### config.mk
export PLATFORM = sky130hd
export DESIGN_NAME = filter_reduce_accumulator
export DESIGN_NICKNAME = d
export VERILOG_FILES = /design/src/rtl/filter_reduce_accumulator.sv
export SDC_FILE = /design/constraint.sdc
export NUM_CORES = 2
export LEC_CHECK = 0
export CAP_MARGIN = 20
export CORE_ASPECT_RATIO = 0.7
export CORE_MARGIN = 2
export CORE_UTILIZATION = 30
export CTS_CLUSTER_SIZE = 16
export DETAILED_ROUTE_END_ITERATION = 8
export GPL_ROUTABILITY_DRIVEN = 0
export PLACE_DENSITY = 0.47
export SYNTH_ARGS = -nofsm -noshare
export SYNTH_HDL_FRONTEND = slang
export SYNTH_SLANG_ARGS = --single-unit
### constraint.sdc
create_clock -name clk -period 9.74 [get_ports clk]
set_input_delay 1.948 -clock clk [delete_from_list [all_inputs] [get_ports clk]]
set_output_delay 1.948 -clock clk [all_outputs]
set_load 0.05 [all_outputs]
### src/rtl/filter_reduce_accumulator.sv
// Per-chain bin classifier: pass-through, histogram, in-range flags or frame-accumulated histogram.
// Latency 2 cycles, 1 vector/cycle, no backpressure; byte-serial config bus with shadow/commit.
module filter_reduce_accumulator #(
    parameter int N                  = 8,
    parameter int M                  = 4,
    parameter int DATA_WIDTH         = 32,
    parameter int ACC_WIDTH          = 16,
    parameter int MAX_CHAINS         = 4,
    parameter int PERSONAL_CONFIG_ID = 0,
    localparam int CHW = (MAX_CHAINS > 1) ? $clog2(MAX_CHAINS) : 1
) (
    input  logic                      clk,
    input  logic                      reset_n,
    input  logic                      tracing,
    input  logic                      valid_in,
    input  logic                      bof_in,
    input  logic                      eof_in,
    input  logic [CHW-1:0]            chainId_in,
    input  logic [N*DATA_WIDTH-1:0]   vector_in,
    input  logic [7:0]                configId,
    input  logic [7:0]                configData,
    output logic [N*DATA_WIDTH-1:0]   vector_out,
    output logic                      valid_out,
    output logic                      bof_out,
    output logic                      eof_out,
    output logic [CHW-1:0]            chainId_out
);

    localparam int NB   = M * DATA_WIDTH / 8;
    localparam int BCW  = (NB > 1) ? $clog2(NB) : 1;
    localparam int CNTW = $clog2(N + 1);
    localparam int SW   = ACC_WIDTH + CNTW;
    localparam int THW  = M * DATA_WIDTH;
    localparam logic [ACC_WIDTH-1:0] ACC_MAX = {ACC_WIDTH{1'b1}};

    typedef enum logic [1:0] {CFG_IDLE, CFG_HDR, CFG_DATA, CFG_COMMIT} cfg_state_t;

    cfg_state_t         cfg_state_q;
    logic [CHW-1:0]     cfg_chain_q;
    logic [1:0]         cfg_mode_q;
    logic [BCW-1:0]     cfg_cnt_q;
    logic [THW-1:0]     shadow_q;
    logic [1:0]         mode_q [MAX_CHAINS];
    // Thresholds kept in byte-arrival order: th[0] occupies the top DATA_WIDTH bits.
    logic [THW-1:0]     th_q   [MAX_CHAINS];

    logic cfg_hit;
    logic commit;
    assign cfg_hit = (configId == 8'(PERSONAL_CONFIG_ID));
    assign commit  = (cfg_state_q == CFG_COMMIT);

    always_ff @(posedge clk or negedge reset_n) begin
        if (!reset_n) begin
            cfg_state_q <= CFG_IDLE;
            cfg_chain_q <= '0;
            cfg_mode_q  <= '0;
            cfg_cnt_q   <= '0;
            shadow_q    <= '0;
            for (int c = 0; c < MAX_CHAINS; c++) begin
                mode_q[c] <= '0;
                th_q[c]   <= '0;
            end
        end else begin
            case (cfg_state_q)
                CFG_IDLE: begin
                    if (cfg_hit) begin
                        cfg_chain_q <= configData[CHW-1:0];
                        cfg_state_q <= CFG_HDR;
                    end
                end
                CFG_HDR: begin
                    if (!cfg_hit) begin
                        cfg_state_q <= CFG_IDLE;
                    end else begin
                        cfg_mode_q  <= configData[1:0];
                        cfg_cnt_q   <= '0;
                        cfg_state_q <= CFG_DATA;
                    end
                end
                CFG_DATA: begin
                    if (!cfg_hit) begin
                        cfg_state_q <= CFG_IDLE;
                    end else begin
                        shadow_q <= (shadow_q << 8) | THW'(configData);
                        if (cfg_cnt_q == BCW'(NB - 1)) begin
                            cfg_state_q <= CFG_COMMIT;
                        end else begin
                            cfg_cnt_q <= cfg_cnt_q + 1'b1;
                        end
                    end
                end
                CFG_COMMIT: begin
                    for (int c = 0; c < MAX_CHAINS; c++) begin
                        if (cfg_chain_q == CHW'(c)) begin
                            mode_q[c] <= cfg_mode_q;
                            th_q[c]   <= shadow_q;
                        end
                    end
                    cfg_state_q <= CFG_IDLE;
                end
                default: cfg_state_q <= CFG_IDLE;
            endcase
        end
    end

    // Stage 1: capture vector, sideband and the addressed chain's live config.
    logic [1:0]   sel_mode;
    logic [THW-1:0] sel_th;
    always_comb begin
        sel_mode = '0;
        sel_th   = '0;
        for (int c = 0; c < MAX_CHAINS; c++) begin
            if (chainId_in == CHW'(c)) begin
                sel_mode = mode_q[c];
                sel_th   = th_q[c];
            end
        end
    end

    logic                    s1_vld_q;
    logic                    s1_bof_q;
    logic                    s1_eof_q;
    logic [CHW-1:0]          s1_chain_q;
    logic [N*DATA_WIDTH-1:0] s1_vec_q;
    logic [1:0]              s1_mode_q;
    logic [THW-1:0]          s1_th_q;

    always_ff @(posedge clk or negedge reset_n) begin
        if (!reset_n) begin
            s1_vld_q   <= 1'b0;
            s1_bof_q   <= 1'b0;
            s1_eof_q   <= 1'b0;
            s1_chain_q <= '0;
            s1_vec_q   <= '0;
            s1_mode_q  <= '0;
            s1_th_q    <= '0;
        end else begin
            s1_vld_q <= valid_in & tracing;
            if (valid_in & tracing) begin
                s1_bof_q   <= bof_in;
                s1_eof_q   <= eof_in;
                s1_chain_q <= chainId_in;
                s1_vec_q   <= vector_in;
                s1_mode_q  <= sel_mode;
                s1_th_q    <= sel_th;
            end
        end
    end

    // Stage 2: classify, reduce per bin, update accumulator.
    logic [M:0]            gt     [N];
    logic [M-1:0]          in_bin [N];
    logic [N-1:0]          in_any;
    logic [CNTW-1:0]       cnt    [M];
    logic [ACC_WIDTH-1:0]  acc_q  [MAX_CHAINS][M];
    logic [ACC_WIDTH-1:0]  acc_sel[M];
    logic [ACC_WIDTH-1:0]  acc_new[M];
    logic [SW-1:0]         acc_sum[M];
    logic [N*DATA_WIDTH-1:0] res;

    always_comb begin
        for (int i = 0; i < N; i++) begin
            gt[i][M] = 1'b0;
            for (int j = 0; j < M; j++) begin
                gt[i][j] = s1_vec_q[i*DATA_WIDTH +: DATA_WIDTH] >
                           s1_th_q[(M-1-j)*DATA_WIDTH +: DATA_WIDTH];
            end
            for (int j = 0; j < M; j++) begin
                in_bin[i][j] = gt[i][j] & ~gt[i][j+1];
            end
            in_any[i] = |in_bin[i];
        end
        for (int j = 0; j < M; j++) begin
            cnt[j] = '0;
            for (int i = 0; i < N; i++) begin
                cnt[j] = cnt[j] + CNTW'(in_bin[i][j]);
            end
        end
    end

    always_comb begin
        for (int j = 0; j < M; j++) begin
            acc_sel[j] = '0;
            for (int c = 0; c < MAX_CHAINS; c++) begin
                if (s1_chain_q == CHW'(c)) begin
                    acc_sel[j] = acc_q[c][j];
                end
            end
            acc_sum[j] = SW'(s1_bof_q ? '0 : acc_sel[j]) + SW'(cnt[j]);
            acc_new[j] = (acc_sum[j] > SW'(ACC_MAX)) ? ACC_MAX : acc_sum[j][ACC_WIDTH-1:0];
        end
    end

    always_comb begin
        res = '0;
        case (s1_mode_q)
            2'd0: res = s1_vec_q;
            2'd1: for (int j = 0; j < M; j++) res[j*DATA_WIDTH +: DATA_WIDTH] = DATA_WIDTH'(cnt[j]);
            2'd2: for (int i = 0; i < N; i++) res[i*DATA_WIDTH +: DATA_WIDTH] = DATA_WIDTH'(in_any[i]);
            default: for (int j = 0; j < M; j++) res[j*DATA_WIDTH +: DATA_WIDTH] = DATA_WIDTH'(acc_new[j]);
        endcase
    end

    logic s2_fire;
    logic s2_frame;
    assign s2_fire  = s1_vld_q & tracing;
    assign s2_frame = s2_fire & (s1_mode_q == 2'd3);

    always_ff @(posedge clk or negedge reset_n) begin
        if (!reset_n) begin
            for (int c = 0; c < MAX_CHAINS; c++) begin
                for (int j = 0; j < M; j++) acc_q[c][j] <= '0;
            end
        end else begin
            for (int c = 0; c < MAX_CHAINS; c++) begin
                if (s2_frame && s1_chain_q == CHW'(c)) begin
                    for (int j = 0; j < M; j++) acc_q[c][j] <= s1_eof_q ? '0 : acc_new[j];
                end
                // A config commit always restarts the chain's frame, even over a same-cycle add.
                if (commit && cfg_chain_q == CHW'(c)) begin
                    for (int j = 0; j < M; j++) acc_q[c][j] <= '0;
                end
            end
        end
    end

    logic                    valid_out_q;
    logic                    bof_out_q;
    logic                    eof_out_q;
    logic [CHW-1:0]          chain_out_q;
    logic [N*DATA_WIDTH-1:0] vector_out_q;

    always_ff @(posedge clk or negedge reset_n) begin
        if (!reset_n) begin
            valid_out_q  <= 1'b0;
            bof_out_q    <= 1'b0;
            eof_out_q    <= 1'b0;
            chain_out_q  <= '0;
            vector_out_q <= '0;
        end else begin
            valid_out_q <= s2_fire & ((s1_mode_q != 2'd3) | s1_eof_q);
            if (s2_fire) begin
                bof_out_q    <= s1_bof_q;
                eof_out_q    <= s1_eof_q;
                chain_out_q  <= s1_chain_q;
                vector_out_q <= res;
            end
        end
    end

    assign vector_out  = vector_out_q;
    assign valid_out   = valid_out_q;
    assign bof_out     = bof_out_q;
    assign eof_out     = eof_out_q;
    assign chainId_out = chain_out_q;

endmodule
======== Word level (Yosys, flattened, before mapping) ========
Cells that the tools add are included.
cells by class
  $add $sub $neg .......................... 33
  mux-type cells .......................... 55
  bitwise logic cells ..................... 54
  equality and inequality tests ........... 22
  $lt $le $gt $ge ......................... 36
  reduce and logical (&&, ||, !) cells .... 36
operator list
  operator                                               count
  > comparator 32 bit                                    32
  two-way mux 128 bit                                    4
  two-way mux 64 bit                                     8
  two-way mux 16 bit                                     28
  one-hot mux 128 bit (3 select lines)                   1
  one-hot mux 128 bit (2 select lines)                   1
  OR 128 x 8 -> 128 bit                                  1
  adder 16 x 4 -> 17 bit                                 4
  > comparator 17 x 16 -> 1 bit (second input constant)  4
  adder 4 x 1 -> 4 bit                                   16
  OR reduction 4 bit                                     8
  bitwise AND 1 bit                                      28
  inverter 1 bit                                         24
  == test 2 bit (second input constant)                  10
  adder 3 x 1 -> 4 bit                                   4
  two-way mux 2 bit                                      8
  AND reduction 2 bit                                    8
  adder 2 x 1 -> 3 bit                                   4
  two-way mux 4 bit                                      3
  == test 2 x 1 -> 1 bit (second input constant)         5
  zero test 2 bit                                        5
  inequality test 2 bit (second input constant)          5
  nonzero test 2 bit                                     5
  adder 1 x 1 -> 2 bit                                   4
  other kinds (9)                                        16
storage, ports and cells
  input port bits ......................... 280
  output and inout port bits .............. 261
  register bits ........................... 1,566

======== Depth between registers and ports, before layout ========
  word-level depth ........................ 16
  gate-level depth with buffers ........... 27
  gate-level depth less buffers ........... 26

======== Worst setup path before layout ========
OpenSTA, ideal clock, no wires.
  path kind ............................... register to register
  from .................................... register s1_th_q[51]
  to ...................................... register vector_out_q[32] (netlist: vector_out[32])
  period minus slack after synthesis ...... 6.441 ns
  cell stages (with the launch flop) ...... 27
  path slack .............................. 3.299 ns
  arrival ................................. 6.314 ns
  path buffers ............................ 1
  data required time ...................... 9.614 ns
  cells stage by stage .................... dfrtp_1 inv_1 ha_1 and3_1 a221o_1 a221oi_1 a221o_1 o21ai_0 or2_2 fa_1 fa_1 fa_1 inv_1 ha_1 inv_1 fa_1 xnor2_1 ha_1 nor2b_1 o21a_1 o21a_1 and3b_1 and3_1 clkbuf_1 nor2_1 a21oi_1 a221o_1
between the ends
  longest elaborated chain between the ends .. 14
ends and longest elaborated chain
  item                                    line  RTL
  from (decl)                             126   logic [THW-1:0] s1_th_q;
  from (signal assigned)                  145   s1_th_q <= sel_th;
  > comparator 32 bit                     165   gt[i][j] = s1_vec_q[i*DATA_WIDTH +: DATA_WIDTH] >
  inverter 1 bit                          169   in_bin[i][j] = gt[i][j] & ~gt[i][j+1];
  bitwise AND 1 bit                       169
  adder 1 x 1 -> 2 bit                    176   cnt[j] = cnt[j] + CNTW'(in_bin[i][j]);
  adder 2 x 1 -> 3 bit                    176
  adder 3 x 1 -> 4 bit                    176
  adder 4 x 1 -> 4 bit (4 in a row)       176
  adder 16 x 4 -> 17 bit                  189   acc_sum[j] = SW'(s1_bof_q ? '0 : acc_sel[j]) + SW'(cnt[j]);
  > comparator 17 x 16 -> 1 bit           190   acc_new[j] = (acc_sum[j] > SW'(ACC_MAX)) ? ACC_MAX : acc_sum[j][ACC_WIDTH-1:0];
  two-way mux 16 bit                      190
  one-hot mux 128 bit (3 select lines) *  196   case (s1_mode_q)
  to (signal assigned)                    246   vector_out_q <= res;
  to (decl)                               231   logic [N*DATA_WIDTH-1:0] vector_out_q;
Every way passes the cells marked *; elsewhere a longest branch is shown, timed or not.
A chain may end at the register's enable or synchronous reset.

======== Final worst setup path ========
  from .................................... register s1_vec_q[132]
  to ...................................... register, netlist name acc_q[146]
between the ends
  longest elaborated chain between the ends .. 13
ends and longest elaborated chain
  item                                 line  RTL
  from (decl)                          124   logic [N*DATA_WIDTH-1:0] s1_vec_q;
  from (signal assigned)               143   s1_vec_q <= vector_in;
  > comparator 32 bit                  165
  inverter 1 bit                       169
  bitwise AND 1 bit *                  169
  adder 4 x 1 -> 4 bit * (4 in a row)  176
  adder 16 x 4 -> 17 bit *             189
  > comparator 17 x 16 -> 1 bit        190
  two-way mux 16 bit *                 190
  two-way mux 16 bit *                 217   for (int j = 0; j < M; j++) acc_q[c][j] <= s1_eof_q ? '0 : acc_new[j];
  two-way mux 64 bit *                 216   if (s2_frame && s1_chain_q == CHW'(c)) begin
  two-way mux 64 bit *                 220   if (commit && cfg_chain_q == CHW'(c)) begin
Every way passes the cells marked *; elsewhere a longest branch is shown, timed or not. The select of a mux whose other input is x is not followed.

==> impl_metrics.toml <==
[run_status]
run_status = "completed"

[flow_run]
max-cap-violations = 0

[logic_synthesis]
yosys.area.top_type = "dfrtp_1"
async_reset_ff_frac = 1.00
synth_cell_types = 87
yosysMostFrequentCell = "dfrtp_1"
syn_nets = 9214
yosysTopAreaCellShare = 0.448
syn-cell-area_mm2 = 0.0876
synth-seq-cells = 1566
seq_area_frac_synth = 0.448
synthTopCellsByArea = "dfrtp_1 (45%), ha_1 (15%), mux2_2 (8.5%)"
synth_edf_count = 0
avgSynthCellArea_um2 = 11.1
ys_warn_count = 0
syn-instance-count = 7860
synth_ff_type = "dfrtp_1"
netlist_top_cells_count = "dfrtp_1 (1566), nand2_1 (1295), ha_1 (1054)"

[detailed_routing]
wl_per_cell_um = 30.0
drt_iter0_drc = 6775
viasPerCell = 5.63
dr_total_vias = 69600
ant_nets = 0
drc = 0
dr.pass1.iters = 5
wirelength_mm = 371

[sta]
worst_pin_slew_ns = 1.19
fmax_ghz = 0.119
final.setup.tns_ns = 0
drv_slew = 0
min_period_ns = 8.41
setup_viol = 0
rsz0062_at_grt = "no"
fin_crit_sh = 0.863
finClkSkew_ns = 0.0892
timing.slew.headroom = 0.204
finalHoldViolCount = 0

[final_layout]
seq_area_mm2 = 0.0392
fin_cells = 12400
nFillCells = 28300
multi_input_area_mm2 = 0.0464
syn_to_final_growth_pct = 18.2
drive_gt1_frac = 0.153
nets = 9727

[floorplanning]
die_height_um = 456
io_pins = 541
dieArea_mm2 = 0.296
initial_utilization = 0.302
num_rows = 165
coreArea_mm2 = 0.290
fp.dieW_um = 650

[pwr]
ir_drop_mv = 0.119
pwr-share-seq = 0.399
intPower_uw = 12700
p_leak_uw = 0.0467
powerDensity_mw_per_mm2 = 189
p_sw_frac = 0.351
switchingPower_uw = 6870
power_uw = 19600
p_comb_frac = 0.253
p_clk_frac = 0.347

[worst_setup_path]
path_cells = "ha_1, nand4_1, or3_1, a21oi_1, nor4b_1, o221ai_1, o31ai_1, nand2_1, fa_1, fa_1, fa_1, inv_1, ha_1, inv_1, fa_1, fa_1, nor2b_1, o21a_1, o221ai_1, nor3_1, nand3_1, a21oi_1, a22o_1"
cpMostUsedCell = "fa_1"
endpoint_kind = "register"
crit_fanout = 8
crit_path_top_delay_cell = "nor4b_1"
worstSetupPathType = "register to register"
max_stage_delay_ns = 0.93
cp.required_ns = 10.56
cp-start-kind = "register"
r2r_setup_slack_ns = 1.33
r2r-end = "acc_q[146]$_DFFE_PN0P_"
cp_data_arrival_time_ns = 9.23
r2r-start = "s1_vec_q[132]$_DFFE_PN0P_"
reg2reg_depth = 23

[global_route]
grtUsageTotal = 0.244
antenna_found_initial = 48
grt_overflow = 0
grt_max_degree = 184
grt_pass1_wl_mm = 525
grt_pass1_vias = 68600

[clocking]
post-cts-setup-buffers = 0
cts.clk_slew.worst_paths_ns = 0.07
cts_resized = 0
cts_buffer_depth = 4
cts_sinks = 1566
clockRootBuffer = "clkbuf_16"
htreeDepth = 4
clkLatencyLatePin_ns = 0.88
numCtsBuffers = 176
cts-hold-fix-buffers = 0
tritoncts = "yes"

[worst_hold_path]
worstHoldPathCells = 2
hold-path-endpoint = "th_q[152]$_DFFE_PN0P_"
hold_start = "th_q[152]$_DFFE_PN0P_"
min_path_type = "register to register"

[placement]
numPortBuffers = 540
hpwl_mm = 271
dp.cells = 12000
[placed cells by master, fill, tap and decap left out, types with 33 or more instances in the layout]
| cell type | netlist | routed |
|---|---|---|
| mux2_2 | 660 | 660 |
| clkinv_2 | 0 | 33 |
| nor2_1 | 199 | 197 |
| nor3_1 | 47 | 44 |
| o211ai_1 | 33 | 33 |
| nand2b_1 | 33 | 33 |
| nor2b_1 | 52 | 51 |
| ha_1 | 1054 | 1054 |
| a21o_1 | 77 | 77 |
| nand3_1 | 159 | 159 |
| nor4_1 | 45 | 43 |
| clkdlybuf4s50_1 | 0 | 537 |
| inv_1 | 183 | 183 |
| a21oi_1 | 435 | 435 |
| a221oi_1 | 48 | 48 |
| mux2i_1 | 33 | 33 |
| o21ai_0 | 365 | 365 |
| nand4_1 | 193 | 193 |
| clkbuf_16 | 0 | 179 |
| clkbuf_8 | 0 | 41 |
| nand2_1 | 1295 | 1292 |
| clkbuf_1 | 299 | 34 |
| buf_4 | 1 | 130 |
| a22o_1 | 386 | 386 |
| mux4_2 | 170 | 170 |
| a211oi_1 | 48 | 48 |
| dfrtp_1 | 1566 | 1564 |
[kinds of logic after synthesis]
logic type / Yosys count / synth area share
AND/OR/NAND/NOR: 2176 / 0.113
multiplexers: 869 / 0.134
AO/OA/AOI/OAI: 1600 / 0.123
XOR/XNOR: 43 / 0.00430
flip-flops: 1566 / 0.448
buffers and inverters: 532 / 0.0238
adder cells (fa/ha/maj): 1074 / 0.155
[cell type report]
class	instances	share of cell area
inverters	184	0.00667
clock buffers	254	0.0500
well taps	3841	0.0464
repair buffers	683	0.0644
multi-input cells	5762	0.448
flip-flops and latches	1566	0.379
diodes	6	0.000145
clock inverters	56	0.00540
[metrics by stage]
stage	setup slack [ns]	hold WS [ns]	util	cell area, um^2
after detailed placement	1.53	0.457	0.337	97700
after global routing	1.10	0.488	0.357	103000
after CTS	1.50	0.473	0.357	103000
after floorplan	3.30	0.440	-	87600
final	1.33	0.469	0.357	103000
after global placement	1.65	0.452	0.337	97700
[state kept, by name, indices dropped and copies added, names as in the netlist, 4 cells and up]
register and flops:
th_q 512, acc_q 256, s1_vec_q 256, vector_out 256, s1_th_q 128, shadow_q 128, mode_q 8, cfg_cnt_q 4
[critical path, delay by kind of cell (launching register included)]
kind,cells,cell delay (ns)
flip-flops,1,0.80
adder cells (fa/ha/maj),7,3.15
AND/OR/NAND/NOR,7,2.44
AO/OA/AOI/OAI,7,1.84
buffers and inverters,2,0.12
[layer usage]
metal / track usage / wire length, um
met4: 0.0981 / 17200
met5: 0 / 12
met3: 0.0417 / 27900
met1: 0.352 / 167000
met2: 0.361 / 159000
[worst max path at each step]
stage / startpoint / end / cells after the start
finish: s1_vec_q[132]$_DFFE_PN0P_ / acc_q[146]$_DFFE_PN0P_ / 23
global route: s1_th_q[15]$_DFFE_PN0P_ / acc_q[149]$_DFFE_PN0P_ / 25
CTS: s1_vec_q[132]$_DFFE_PN0P_ / acc_q[146]$_DFFE_PN0P_ / 23
detailed placement: s1_vec_q[132]$_DFFE_PN0P_ / acc_q[146]$_DFFE_PN0P_ / 23
global placement: s1_vec_q[132]$_DFFE_PN0P_ / acc_q[31]$_DFFE_PN0P_ / 25
floorplan: s1_th_q[51]$_DFFE_PN0P_ / vector_out[32]$_DFFE_PN0P_ / 26
[power by group through the flow]
stage               clock network (uW)  registers [uW]  logic (uW)
floorplan                            0            8160        2370
global placement                     0            7930        4830
detailed placement                   0            7920        4940
CTS                               6950            7810        4960
global route                      7220            7830        5420
finish                            6810            7830        4970
No activity file was read; power rests on OpenSTA's default activity.
